$ cat src/rtl/rd53_popcnt_sched_if.sv
// rd53_popcnt_sched_if
// Groups the two requester channels and the result channel of rd53_popcnt_sched.
//   master : requester/consumer side (drives req*_valid/data, rsp_ready)
//   slave  : scheduler side (drives req*_ready, rsp_valid/id/count)
// Parameter DATA_W must match the scheduler instance.
interface rd53_popcnt_sched_if #(
    parameter int DATA_W = 20
);
    localparam int CNT_W = $clog2(DATA_W + 1);

    logic              req0_valid;
    logic              req0_ready;
    logic [DATA_W-1:0] req0_data;
    logic              req1_valid;
    logic              req1_ready;
    logic [DATA_W-1:0] req1_data;
    logic              rsp_valid;
    logic              rsp_ready;
    logic              rsp_id;
    logic [CNT_W-1:0]  rsp_count;

    modport master (
        output req0_valid, req0_data, req1_valid, req1_data, rsp_ready,
        input  req0_ready, req1_ready, rsp_valid, rsp_id, rsp_count
    );

    modport slave (
        input  req0_valid, req0_data, req1_valid, req1_data, rsp_ready,
        output req0_ready, req1_ready, rsp_valid, rsp_id, rsp_count
    );
endinterface

$ cat src/rtl/rd53_popcnt_sched.sv
// rd53_popcnt_sched
// Shares one 5-input weight unit (rd53) between two requesters. Round-robin
// grant, then the accepted word is fed 5 bits per cycle through the weight
// unit and the partial weights are accumulated into a ones-count that is
// returned tagged with the requester id.
// Ports:
//   clk    : clock, rising edge
//   rst_n  : asynchronous active-low reset
//   bus    : rd53_popcnt_sched_if.slave (req0/req1 valid-ready-data, rsp channel)
//   busy   : high while counting or holding a response
// Optional build macro RD53_EARLY_EXIT_EN: leave COUNT as soon as the
// remaining slices are all zero (same results, shorter latency).
//
// state | meaning
// IDLE  | waiting for a request; ready given to the granted requester
// COUNT | one 5-bit slice weighed and accumulated per cycle
// RESP  | result held on rsp_* until the consumer takes it
module rd53_popcnt_sched #(
    parameter int DATA_W = 20
) (
    input  logic                clk,
    input  logic                rst_n,
    rd53_popcnt_sched_if.slave  bus,
    output logic                busy
);
    localparam int SLICES = DATA_W / 5;
    localparam int CNT_W  = $clog2(DATA_W + 1);
    localparam int IDX_W  = (SLICES > 1) ? $clog2(SLICES) : 1;

    generate
        if ((DATA_W % 5) != 0 || DATA_W < 5) begin : g_bad_width
            $error("rd53_popcnt_sched: DATA_W must be a multiple of 5 and >= 5");
        end
    endgenerate

    localparam logic [1:0] IDLE  = 2'd0;
    localparam logic [1:0] COUNT = 2'd1;
    localparam logic [1:0] RESP  = 2'd2;

    logic [1:0]        state;
    logic              rr_ptr;
    logic              rsp_valid_q;
    logic              rsp_id_q;
    logic [CNT_W-1:0]  rsp_count_q;
    logic [CNT_W-1:0]  acc;
    logic [IDX_W-1:0]  slice_idx;
    logic [DATA_W-1:0] shift_q;

    logic              gnt0;
    logic              gnt1;
    logic [2:0]        w5;
    logic [CNT_W-1:0]  acc_nxt;
    logic [DATA_W-1:0] shift_nxt;
    logic              last_slice;

    always_comb begin
        gnt0 = 1'b0;
        gnt1 = 1'b0;
        if (state == IDLE) begin
            if (rr_ptr == 1'b0) begin
                if (bus.req0_valid)      gnt0 = 1'b1;
                else if (bus.req1_valid) gnt1 = 1'b1;
            end else begin
                if (bus.req1_valid)      gnt1 = 1'b1;
                else if (bus.req0_valid) gnt0 = 1'b1;
            end
        end
    end

    // rd53 weight unit: ones in the low slice
    assign w5 = {2'b00, shift_q[0]} + {2'b00, shift_q[1]} + {2'b00, shift_q[2]}
              + {2'b00, shift_q[3]} + {2'b00, shift_q[4]};
    assign acc_nxt   = acc + CNT_W'(w5);
    assign shift_nxt = shift_q >> 5;

`ifdef RD53_EARLY_EXIT_EN
    assign last_slice = (slice_idx == IDX_W'(SLICES - 1)) || (shift_nxt == '0);
`else
    assign last_slice = (slice_idx == IDX_W'(SLICES - 1));
`endif

    // Ready is gated by rst_n so nothing is accepted while reset is held.
    assign bus.req0_ready = gnt0 & rst_n;
    assign bus.req1_ready = gnt1 & rst_n;
    assign bus.rsp_valid  = rsp_valid_q;
    assign bus.rsp_id     = rsp_id_q;
    assign bus.rsp_count  = rsp_count_q;
    assign busy           = (state == COUNT) || (state == RESP);

    always_ff @(posedge clk or negedge rst_n) begin
        if (!rst_n) begin
            state       <= IDLE;
            rr_ptr      <= 1'b0;
            rsp_valid_q <= 1'b0;
            rsp_id_q    <= 1'b0;
            rsp_count_q <= '0;
            acc         <= '0;
            slice_idx   <= '0;
            shift_q     <= '0;
        end else begin
            case (state)
                IDLE: begin
                    if (gnt0 || gnt1) begin
                        shift_q   <= gnt1 ? bus.req1_data : bus.req0_data;
                        acc       <= '0;
                        slice_idx <= '0;
                        rsp_id_q  <= gnt1;
                        rr_ptr    <= ~gnt1;
                        state     <= COUNT;
                    end
                end
                COUNT: begin
                    acc       <= acc_nxt;
                    shift_q   <= shift_nxt;
                    slice_idx <= slice_idx + IDX_W'(1);
                    if (last_slice) begin
                        rsp_count_q <= acc_nxt;
                        rsp_valid_q <= 1'b1;
                        state       <= RESP;
                    end
                end
                RESP: begin
                    if (bus.rsp_ready) begin
                        rsp_valid_q <= 1'b0;
                        state       <= IDLE;
                    end
                end
                default: state <= IDLE;
            endcase
        end
    end
endmodule

$ cat src/flat_wrapper.sv
// flat-port wrapper written by rule: the top's interface ports become plain ports
module rd53_popcnt_sched_flat 
#(
    parameter int DATA_W = 20
)
  (clk, rst_n, busy, bus_req0_valid, bus_req0_data, bus_req1_valid, bus_req1_data, bus_rsp_ready, bus_req0_ready, bus_req1_ready, bus_rsp_valid, bus_rsp_id, bus_rsp_count);
  rd53_popcnt_sched_if #(.DATA_W(DATA_W)) bus_i ();
  input  logic clk;
  input  logic rst_n;
  output logic busy;
  input wire logic [$bits(bus_i.req0_valid)-1:0] bus_req0_valid;
  input wire logic [$bits(bus_i.req0_data)-1:0] bus_req0_data;
  input wire logic [$bits(bus_i.req1_valid)-1:0] bus_req1_valid;
  input wire logic [$bits(bus_i.req1_data)-1:0] bus_req1_data;
  input wire logic [$bits(bus_i.rsp_ready)-1:0] bus_rsp_ready;
  output wire logic [$bits(bus_i.req0_ready)-1:0] bus_req0_ready;
  output wire logic [$bits(bus_i.req1_ready)-1:0] bus_req1_ready;
  output wire logic [$bits(bus_i.rsp_valid)-1:0] bus_rsp_valid;
  output wire logic [$bits(bus_i.rsp_id)-1:0] bus_rsp_id;
  output wire logic [$bits(bus_i.rsp_count)-1:0] bus_rsp_count;
  assign bus_i.req0_valid = bus_req0_valid;
  assign bus_i.req0_data = bus_req0_data;
  assign bus_i.req1_valid = bus_req1_valid;
  assign bus_i.req1_data = bus_req1_data;
  assign bus_i.rsp_ready = bus_rsp_ready;
  assign bus_req0_ready = bus_i.req0_ready;
  assign bus_req1_ready = bus_i.req1_ready;
  assign bus_rsp_valid = bus_i.rsp_valid;
  assign bus_rsp_id = bus_i.rsp_id;
  assign bus_rsp_count = bus_i.rsp_count;
  rd53_popcnt_sched #(.DATA_W(DATA_W)) u_core (.clk(clk), .rst_n(rst_n), .bus(bus_i), .busy(busy));
endmodule
$ cat config.mk
export PLATFORM = sky130hd
export DESIGN_NAME = rd53_popcnt_sched_flat
export DESIGN_NICKNAME = d
export VERILOG_FILES = /design/src/rtl/rd53_popcnt_sched_if.sv /design/src/rtl/rd53_popcnt_sched.sv /design/src/flat_wrapper.sv
export SDC_FILE = /design/constraint.sdc
export NUM_CORES = 1
export LEC_CHECK = 0
export CAP_MARGIN = 20
export CORE_AREA = 2 2 58 101
export CTS_CLUSTER_DIAMETER = 50
export DETAILED_ROUTE_END_ITERATION = 8
export DIE_AREA = 0 0 60 103
export PLACE_DENSITY = 0.69
export SYNTH_ARGS = -nofsm -noshare
export SYNTH_HDL_FRONTEND = slang
export SYNTH_SLANG_ARGS = --single-unit
$ cat constraint.sdc
create_clock -name clk -period 2.9 [get_ports clk]
set_input_delay 0.58 -clock clk [delete_from_list [all_inputs] [get_ports clk]]
set_output_delay 0.58 -clock clk [all_outputs]
set_load 0.01 [all_outputs]
==> impl_metrics.toml <==
[timing]
hold_viol_final = 0
setup_viol = 0
finalCriticalPeriod_ns = 2.89
maxSlewViolCount = 0
relSlewSlack_pct = 53.7
setup_tns_ns = 0
tightest_slew_ns = 0.693
fin_skew_ns = 0.00881
rsz0062_at_grt = "true"
clock.fmax_mhz = 346
timing.final.crit_share_pct = 99.7

[placed_design]
dpl.hpwl_mm = 3.06
io_buffers = 54
place_congestion = 0.783

[critical_path]
worst_path_max_delay_cell = "fa_1"
cp.required_ns = 3.07
critPathCaptureType = "flip-flop"
cp_top_family = "adder cells"
crit_top_cell = "fa_1"
worstPathMaxFanout = 2
cp_cell_sequence = "ha_4, inv_2, fa_1, inv_1, ha_2, fa_1, fa_2, a21oi_2, nor2_1, xnor2_1, o21ai_1"
critPathBufInv = 2
cp-start-kind = "flip-flop"
slowest_delay_ns = 0.50
critical_path_class = "reg2reg"
arrival_ns = 3.06

[layout]
area_growth_pct = 34.6
multi_input_area_um2 = 1050
final_cell_mix = "53 x clkdlybuf4s50_1, 37 x dfrtp_1, 30 x nand2_1"
drive_above_1_share_pct = 13.0
regArea_um2 = 926
final_common_cell = "clkdlybuf4s50_1"
nets = 319
antenna_cells = 0
n_fill_cell = 513

[floorplan]
pin_count = 55
die_area_um2 = 6180
die_w_um = 60
die_h_um = 103
start_util_pct = 38.2
core_area_um2 = 5450
placementRows = 36

[power_and_ir_drop]
design_power_total_uw = 2770
leakagePower_uw = 0.00119
powerDensity_nw_per_um2 = 989
ir_drop_uv = 486

[hold_path]
hp-class = "in2async"

[yosys]
synth-seq-area-share_pct = 44.5
syn-cell-area_um2 = 2080
ys_ff_latch = 37
synth_cells = 200
synth.distinct_cells = 28
avgSynthCellArea_um2 = 10.4
syn-num-nets = 259
yosys_warnings = 0

[clock_network]
cts.clk_slew.worst_paths_ns = 0.08
h-tree-depth = 2
cts-hold-fix-buffers = 0
numCtsBuffers = 5
cts_tree = "done"
cts_buffer_depth = 2
clk_latency_ns = 0.29
clock-root-buffer = "clkbuf_8"
cts_sinks = 37

[outcome]
outcome = "finished, final reports clean"

[global_route]
antenna_found_initial = 0
overflow = 0
grt_pass1_vias = 1630
grt_use_total_pct = 15.3
grt_pass1_wl_mm = 7.17
grt_max_degree = 38

[route]
routedWlPerCell_um = 12.4
routed_wl_mm = 4.19
drc = 0
drt_pass1_iterations = 4
first_iter_violations = 43
vias = 1664
drt.antenna.violating_nets = 0
via_per_inst = 4.94

[flow_run]
max-cap-violations = 0
-- synthesized netlist by cell type --
cell | n | share of area [%]
o211ai_2 | 1 | 0.60
fa_1 | 3 | 2.9
buf_2 | 2 | 0.48
mux2i_1 | 21 | 10
clkbuf_1 | 2 | 0.36
a21o_1 | 1 | 0.36
nor3b_1 | 1 | 0.36
ha_1 | 11 | 6.6
o21ai_0 | 10 | 2.4
and2_1 | 2 | 0.60
a22o_1 | 3 | 1.3
xnor2_1 | 3 | 1.3
o21ai_4 | 1 | 0.78
mux2_2 | 3 | 1.6
or3b_1 | 1 | 0.42
buf_4 | 2 | 0.72
buf_8 | 2 | 1.4
o211ai_1 | 14 | 5.0
dfrtp_1 | 37 | 44
a21oi_1 | 9 | 2.2
or3_1 | 1 | 0.30
buf_6 | 2 | 1.1
a21oi_2 | 1 | 0.42
nor2_1 | 4 | 0.72
inv_1 | 12 | 2.2
nand2_1 | 30 | 5.4
o21ai_2 | 5 | 2.1
nand3_1 | 16 | 3.8
-- worst reg2reg max path: cells and delay by family, from the launching register on --
kind	cells	cell delay, ns
compound gates	2	0.25
xor+xnor	1	0.19
fa+ha+maj	5	1.76
buf+inv	2	0.07
flops	1	0.41
simple gates	1	0.07
-- per-stage QoR --
step                      std cells  setup WS (ns)  area [um^2]  hold WS (ns)  utilization, %
after global placement          327         0.0169         2680         0.462            49.2
final                           337        0.00740         2800         0.353            51.4
after detailed placement        327        -0.0525         2680         0.472            49.2
after floorplan                 200          0.100         2080         0.284               -
after CTS                       335        0.00574         2770         0.375            50.9
after global routing            337         -0.130         2800         0.398            51.4
-- logic make-up (layout without fill, tap and decap cells) --
| group | Yosys count | in the layout | synth area share, % |
|---|---|---|---|
| simple gates | 55 | 55 | 11.7 |
| mux | 24 | 24 | 11.7 |
| xor+xnor | 3 | 3 | 1.26 |
| buf+inv | 22 | 83 | 6.25 |
| compound gates | 45 | 45 | 15.1 |
| flops | 37 | 37 | 44.5 |
| fa+ha+maj | 14 | 14 | 9.50 |
-- registers in the layout, indices dropped and copies added, names as in the netlist --
name / flops
u_core.bus.rsp_valid: 1
u_core.state: 2
u_core.bus.rsp_count: 5
u_core.shift_q: 20
u_core.acc: 5
u_core.rr_ptr: 1
u_core.bus.rsp_id: 1
u_core.slice_idx: 2
-- per-layer routing --
layer | track usage (%) | vias up | wire length (um) | share of wire, %
li1 | - | 816 | - | -
met1 | 17.7 | 794 | 1680 | 40
met2 | 26.6 | 46 | 2230 | 53
met3 | 2.63 | 8 | 171 | 4.1
met4 | 7.35 | 0 | 110 | 2.6
met5 | 0 | - | 0 | 0
-- where the power goes --
group / total, uW / switching [uW] / leakage, uW / internal, uW
logic: 1580 / 832 / 0.000670 / 749
clock network: 348 / 182 / 0.0000450 / 167
registers: 843 / 116 / 0.000471 / 727
total: 2770 / 1130 / 0.00119 / 1640
-- repair_timing --
action	in CTS	in global routing
endpoints found under the hold margin	0	0
resized for setup	4	6
gates cloned	0	0
buffers inserted	0	2
pin swaps	0	10
endpoints found under the setup margin	4	6
-- final cells by class --
type | count | share of cell area, %
Tap cell | 76 | 3.39
Clock buffer | 6 | 2.59
Clock inverter | 2 | 0.357
Timing Repair Buffer | 63 | 21.5
Sequential cell | 37 | 33.0
Inverter | 12 | 1.61
Multi-Input combinational cell | 141 | 37.5
-- final timing paths --
| check | start | cells after the start | to | slack (ns) |
|---|---|---|---|---|
| setup / recovery | u_core.shift_q[0] | 11 | u_core.bus.rsp_count[4] | 0.007 |
| hold / removal | rst_n | 2 | u_core.bus.rsp_id | 0.35 |
| setup reg to reg | u_core.shift_q[0] | 11 | u_core.bus.rsp_count[4] | 0.007 |
| hold reg to reg | u_core.bus.rsp_count[2] | 2 | u_core.bus.rsp_count[2] | 0.48 |
| max in group asynchronous | rst_n | 2 | u_core.shift_q[9] | 2.21 |
| min in group clk | u_core.bus.rsp_count[2] | 2 | u_core.bus.rsp_count[2] | 0.48 |
Power figures use the tool's default switching activity.
==> RTL change 1 (same settings) <==
`DATA_W` is set to 20 in 3 places; all go to 10.
--- a/src/rtl/rd53_popcnt_sched_if.sv
+++ b/src/rtl/rd53_popcnt_sched_if.sv
@@ -4,7 +4,7 @@
 //   slave  : scheduler side (drives req*_ready, rsp_valid/id/count)
 // Parameter DATA_W must match the scheduler instance.
 interface rd53_popcnt_sched_if #(
-    parameter int DATA_W = 20
+    parameter int DATA_W = 10
 );
     localparam int CNT_W = $clog2(DATA_W + 1);
 
--- a/src/rtl/rd53_popcnt_sched.sv
+++ b/src/rtl/rd53_popcnt_sched.sv
@@ -16,7 +16,7 @@
 // COUNT | one 5-bit slice weighed and accumulated per cycle
 // RESP  | result held on rsp_* until the consumer takes it
 module rd53_popcnt_sched #(
-    parameter int DATA_W = 20
+    parameter int DATA_W = 10
 ) (
     input  logic                clk,
     input  logic                rst_n,
--- a/src/flat_wrapper.sv
+++ b/src/flat_wrapper.sv
@@ -1,7 +1,7 @@
 // flat-port wrapper written by rule: the top's interface ports become plain ports
 module rd53_popcnt_sched_flat 
 #(
-    parameter int DATA_W = 20
+    parameter int DATA_W = 10
 )
   (clk, rst_n, busy, bus_req0_valid, bus_req0_data, bus_req1_valid, bus_req1_data, bus_rsp_ready, bus_req0_ready, bus_req1_ready, bus_rsp_valid, bus_rsp_id, bus_rsp_count);
   rd53_popcnt_sched_if #(.DATA_W(DATA_W)) bus_i ();
Interface: changed (resized bus_req0_data, bus_req1_data and bus_rsp_count); port bits go from 55 to 34. The function was not compared with the original's and may differ.
==> RTL change 1 against the original RTL <==
  * Worst hold slack gained 0.12 ns
  * Design area shrank 31%
  * Die area is the same
  * Sequential cell count shrank 13
  * Worst setup slack gained 0.061 ns
  * Power shrank 17%
  * Synthesized cell count shrank 31%
  * First-iteration DRC count shrank 84%
  * Synthesized area shrank 31%
  * Core utilization shrank 16 points
  * Routed wire length shrank 33%
  * Combinational power shrank 4%
  * Critical endpoint is now u_core.acc[2]
==> RTL change 1: results (changes against the original RTL) <==
Detailed routing
The detailed-router iteration count before antenna repair is 3 (was 4). The routed wire length per instance came to 11.2 um (was 12.4 um). The via count is 1066 (was 1664).

Logic synthesis
The synthesized-area fraction occupied by adder cells came to 0.120 (was 0.0950). The number of nets produced by synthesis is 175 (was 259). The parity-gate share of the synthesized area counting xor and xnor cells came to 0.0122 (was 0.0126). Largest cells by area after synthesis: sky130_fd_sc_hd__dfrtp_1 (42%), sky130_fd_sc_hd__ha_1 (7.8%), sky130_fd_sc_hd__o21ai_2 (7.3%), sky130_fd_sc_hd__mux2i_1 (6.9%), sky130_fd_sc_hd__nand2_1 (4.9%) (was sky130_fd_sc_hd__dfrtp_1 (44%), sky130_fd_sc_hd__mux2i_1 (10%), sky130_fd_sc_hd__ha_1 (6.6%), sky130_fd_sc_hd__nand2_1 (5.4%), sky130_fd_sc_hd__o211ai_1 (5.0%)). Post-synth top cells: sky130_fd_sc_hd__dfrtp_1 (24), sky130_fd_sc_hd__nand2_1 (19), sky130_fd_sc_hd__inv_1 (15), sky130_fd_sc_hd__o21ai_2 (12), sky130_fd_sc_hd__mux2i_1 (10) (was sky130_fd_sc_hd__dfrtp_1 (37), sky130_fd_sc_hd__nand2_1 (30), sky130_fd_sc_hd__mux2i_1 (21), sky130_fd_sc_hd__nand3_1 (16), sky130_fd_sc_hd__o211ai_1 (14)). The sequential cell area fraction in the yosys report is 0.417 (was 0.445). The post-synthesis cell type count is 29 (was 28).

Global route
The total routing usage reported by global routing is 0.101 (was 0.153). The pin count of the biggest net entering global routing came to 17 (was 38). The wire length of the first global-routing pass is 4.71 mm (was 7.17 mm).

The met3 capacity usage during global routing is 0.00753 (was 0.0263).

Setup path
The largest stage delay on the critical path is 0.48 ns (was 0.50 ns).

Run status
Result of the run: finished, final reports clean (unchanged).

Layout
The sequential share of cell area came to 0.310 (was 0.330). The layout cell share with drive strength beyond 1 is 0.205 (was 0.130). The total number of multi-input combinational cells is 94 (was 141). The final cell utilization of the core is 0.356 (was 0.514). The flip-flop count of the largest register, all copies and words added is 10 (was 20). The fraction of area in clock buffers and inverters is 0.0213 (was 0.0295).

Clocking
The latest clock arrival within the worst-skew pair came to 0.26 ns (was 0.29 ns). The number of instances resized during post-cts repair is 2 (was 4). The number of setup buffers added after CTS is 2 (was 0).

Placed design
The placed cell count is 246 (was 327). The half-perimeter wire length after detailed placement is 2.21 mm (was 3.06 mm).

Power
The relative contribution of combinational cells to total power came to 0.659 (was 0.570).
[RTL change 1: cell types whose count changed in the layout (fill, tap and decap cells not counted), moves of 3 or more]
cell                              change
sky130_fd_sc_hd__a21oi_2              -3
sky130_fd_sc_hd__nand2_1             -12
sky130_fd_sc_hd__and3_1               +5
sky130_fd_sc_hd__clkdlybuf4s50_1     -20
sky130_fd_sc_hd__o21ai_2              +8
sky130_fd_sc_hd__o211ai_1            -14
sky130_fd_sc_hd__mux2i_1             -11
sky130_fd_sc_hd__nand3_1             -15
sky130_fd_sc_hd__dfrtp_1             -13
[RTL change 1: final timing paths]
path,from,endpoint,slack (ns),cells past startpoint
worst max-delay path,u_core.shift_q[1],u_core.acc[2],0.07,11
worst min-delay path,u_core.shift_q[6],u_core.shift_q[6],0.48,2
worst max register to register,u_core.shift_q[1],u_core.acc[2],0.07,11
worst min register to register,u_core.shift_q[6],u_core.shift_q[6],0.48,2
max in group asynchronous,rst_n,u_core.shift_q[5],2.02,2
min in group asynchronous,rst_n,u_core.rr_ptr,0.72,2
==> RTL change 2 (same flow settings) <==
Made on the original files. Reset style: synchronous (`rst_n`), changed in one clocked block. Comments in the files are not updated.
--- a/src/rtl/rd53_popcnt_sched.sv
+++ b/src/rtl/rd53_popcnt_sched.sv
@@ -87,7 +87,7 @@
     assign bus.rsp_count  = rsp_count_q;
     assign busy           = (state == COUNT) || (state == RESP);
 
-    always_ff @(posedge clk or negedge rst_n) begin
+    always_ff @(posedge clk) begin
         if (!rst_n) begin
             state       <= IDLE;
             rr_ptr      <= 1'b0;
Function: differs if rst_n is asserted again (counterexample within 4 cycles, from zero or initial values and one cycle with rst_n low); with rst_n held inactive, the same outputs for 10 cycles.
==> RTL change 2 against the original RTL <==
  * Worst setup slack gained 0.078 ns
  * Routed wire length shrank 6.4%
  * Synthesized area shrank 10%
  * Critical path depth is the same
  * Final cell count shrank 0.30%
  * Global-route usage shrank 1.2 points
  * Design area shrank 7.2%
  * Sequential cell count is the same
  * Largest cell class unchanged
  * Highest routed layer unchanged
Power is not compared: it rests on default switching activity, and its combinational part moved more than twofold at a synthesized area within 25%.
==> RTL change 2: results (changes against the original RTL) <==
Detailed routing
The met2 wire length is 2.12 mm (was 2.23 mm). The final wirelength is 3.93 mm (was 4.19 mm). The number of violations reported at the end of detailed-routing iteration 0 is 29 (was 43). The detailed-route wire length on metal 1 is 1.53 mm (was 1.68 mm). The detail-routed via count per cell was 4.88 (was 4.94). The total met3 wirelength after detailed routing came to 198 um (was 171 um).

Layout
The count of nets after finishing is 318 (was 319). The number of standard cells in the final layout excluding fillers is 336 (was 337). The layout cell share with drive strength beyond 1 is 0.0962 (was 0.130).

Placed design
The placed instance area is 0.00249 mm^2 (was 0.00268 mm^2). The half-perimeter wire length after detailed placement was 3.09 mm (was 3.06 mm). The placer congestion estimate was 0.789 (was 0.783).

The pre-CTS worst setup slack was -0.0102 ns (was -0.0525 ns).

Global route
The pin count of the biggest net entering global routing is 22 (was 38). The total routing usage reported by global routing was 0.142 (was 0.153). The wire length of the first global-routing pass came to 6.67 mm (was 7.17 mm). The met2 usage is 0.265 (was 0.266). The met3 capacity usage during global routing came to 0.0364 (was 0.0263).

Logic synthesis
The number of standard cells after synthesis came to 201 (was 200). The synthesized-area fraction occupied by ao, oa, aoi and oai cells is 0.216 (was 0.151). The parity-gate share of the synthesized area counting xor and xnor cells is 0.00935 (was 0.0126). The number of nets produced by synthesis came to 260 (was 259). The fraction of registers with async set/reset came to 0 (was 1.00). The synthesized-area fraction occupied by adder cells came to 0.105 (was 0.0950). Largest cells by area after synthesis: sky130_fd_sc_hd__dfxtp_1 (40%), sky130_fd_sc_hd__mux2i_1 (11%), sky130_fd_sc_hd__a22oi_1 (7.6%), sky130_fd_sc_hd__ha_1 (7.3%), sky130_fd_sc_hd__o21ai_0 (5.9%) (was sky130_fd_sc_hd__dfrtp_1 (44%), sky130_fd_sc_hd__mux2i_1 (10%), sky130_fd_sc_hd__ha_1 (6.6%), sky130_fd_sc_hd__nand2_1 (5.4%), sky130_fd_sc_hd__o211ai_1 (5.0%)).

Post-synth top cells: sky130_fd_sc_hd__dfxtp_1 (37), sky130_fd_sc_hd__nand2_1 (23), sky130_fd_sc_hd__o21ai_0 (22), sky130_fd_sc_hd__mux2i_1 (21), sky130_fd_sc_hd__a22oi_1 (19) (was sky130_fd_sc_hd__dfrtp_1 (37), sky130_fd_sc_hd__nand2_1 (30), sky130_fd_sc_hd__mux2i_1 (21), sky130_fd_sc_hd__nand3_1 (16), sky130_fd_sc_hd__o211ai_1 (14)). The most instantiated flip-flop cell in the synthesis netlist was sky130_fd_sc_hd__dfxtp_1 (was sky130_fd_sc_hd__dfrtp_1). The sequential cell area fraction in the yosys report is 0.395 (was 0.445). The multiplexer share of the synthesized area was 0.112 (was 0.117).

Worst hold path
The kind of path behind the tightest hold check is flip-flop to flip-flop (was input pin to async pin).

Run status
Result of the run: finished, final reports clean (unchanged).

Setup path
The arrival time at the worst endpoint came to 3.03 ns (was 3.06 ns).
[RTL change 2: cell types whose count changed after synthesis, sizes merged, moves of 6 or more]
cell,before,now
dfrtp,37,0
dfxtp,0,37
a22oi,0,19
o211ai,15,1
nand3,16,3
nand2,30,23
nor2,4,10
o21ai,16,22
[RTL change 2: final timing paths]
check,to,slack [ns],cells past startpoint
setup / recovery,u_core.acc[4],0.09,11
hold / removal,u_core.bus.rsp_count[1],0.46,2
setup reg to reg,u_core.acc[4],0.09,11
hold reg to reg,u_core.bus.rsp_count[1],0.46,2
[RTL change 2: power groups by stage]
| stage | clock network, uW | logic, uW | registers (uW) |
|---|---|---|---|
| 2_1_floorplan | 0 | 384 | 655 |
| 3_3_place_gp | 0 | 543 | 664 |
| 3_5_place_dp | 0 | 546 | 667 |
| 4_1_cts | 376 | 554 | 656 |
| 5_1_grt | 393 | 633 | 668 |
| 6_report | 368 | 560 | 656 |
[RTL change 2: area by class of cell]
class                   count  share of cell area
clock buffers               5              0.0265
flip-flops and latches     37               0.285
repair buffers             60               0.225
multi-input cells         144               0.402
clock inverters             3             0.00866
inverters                  11              0.0159
well taps                  76              0.0366
[RTL change 2: repair_timing]
action / in CTS / in global routing
setup endpoints to repair: 2 / 2
resized for setup: 1 / 5
hold buffers: 0 / 0
hold endpoints to repair: 0 / 0
pin swaps: 0 / 4
gates cloned: 0 / 0
buffers inserted: 0 / 1
[RTL change 2: metrics by stage]
step	util	hold slack, ns	total power, uW
final	0.477	0.456	1580
after global routing	0.477	0.480	1690
after CTS	0.474	0.461	1590
after detailed placement	0.457	0.443	1210
after global placement	0.457	0.439	1210
after floorplan	-	0.425	1040
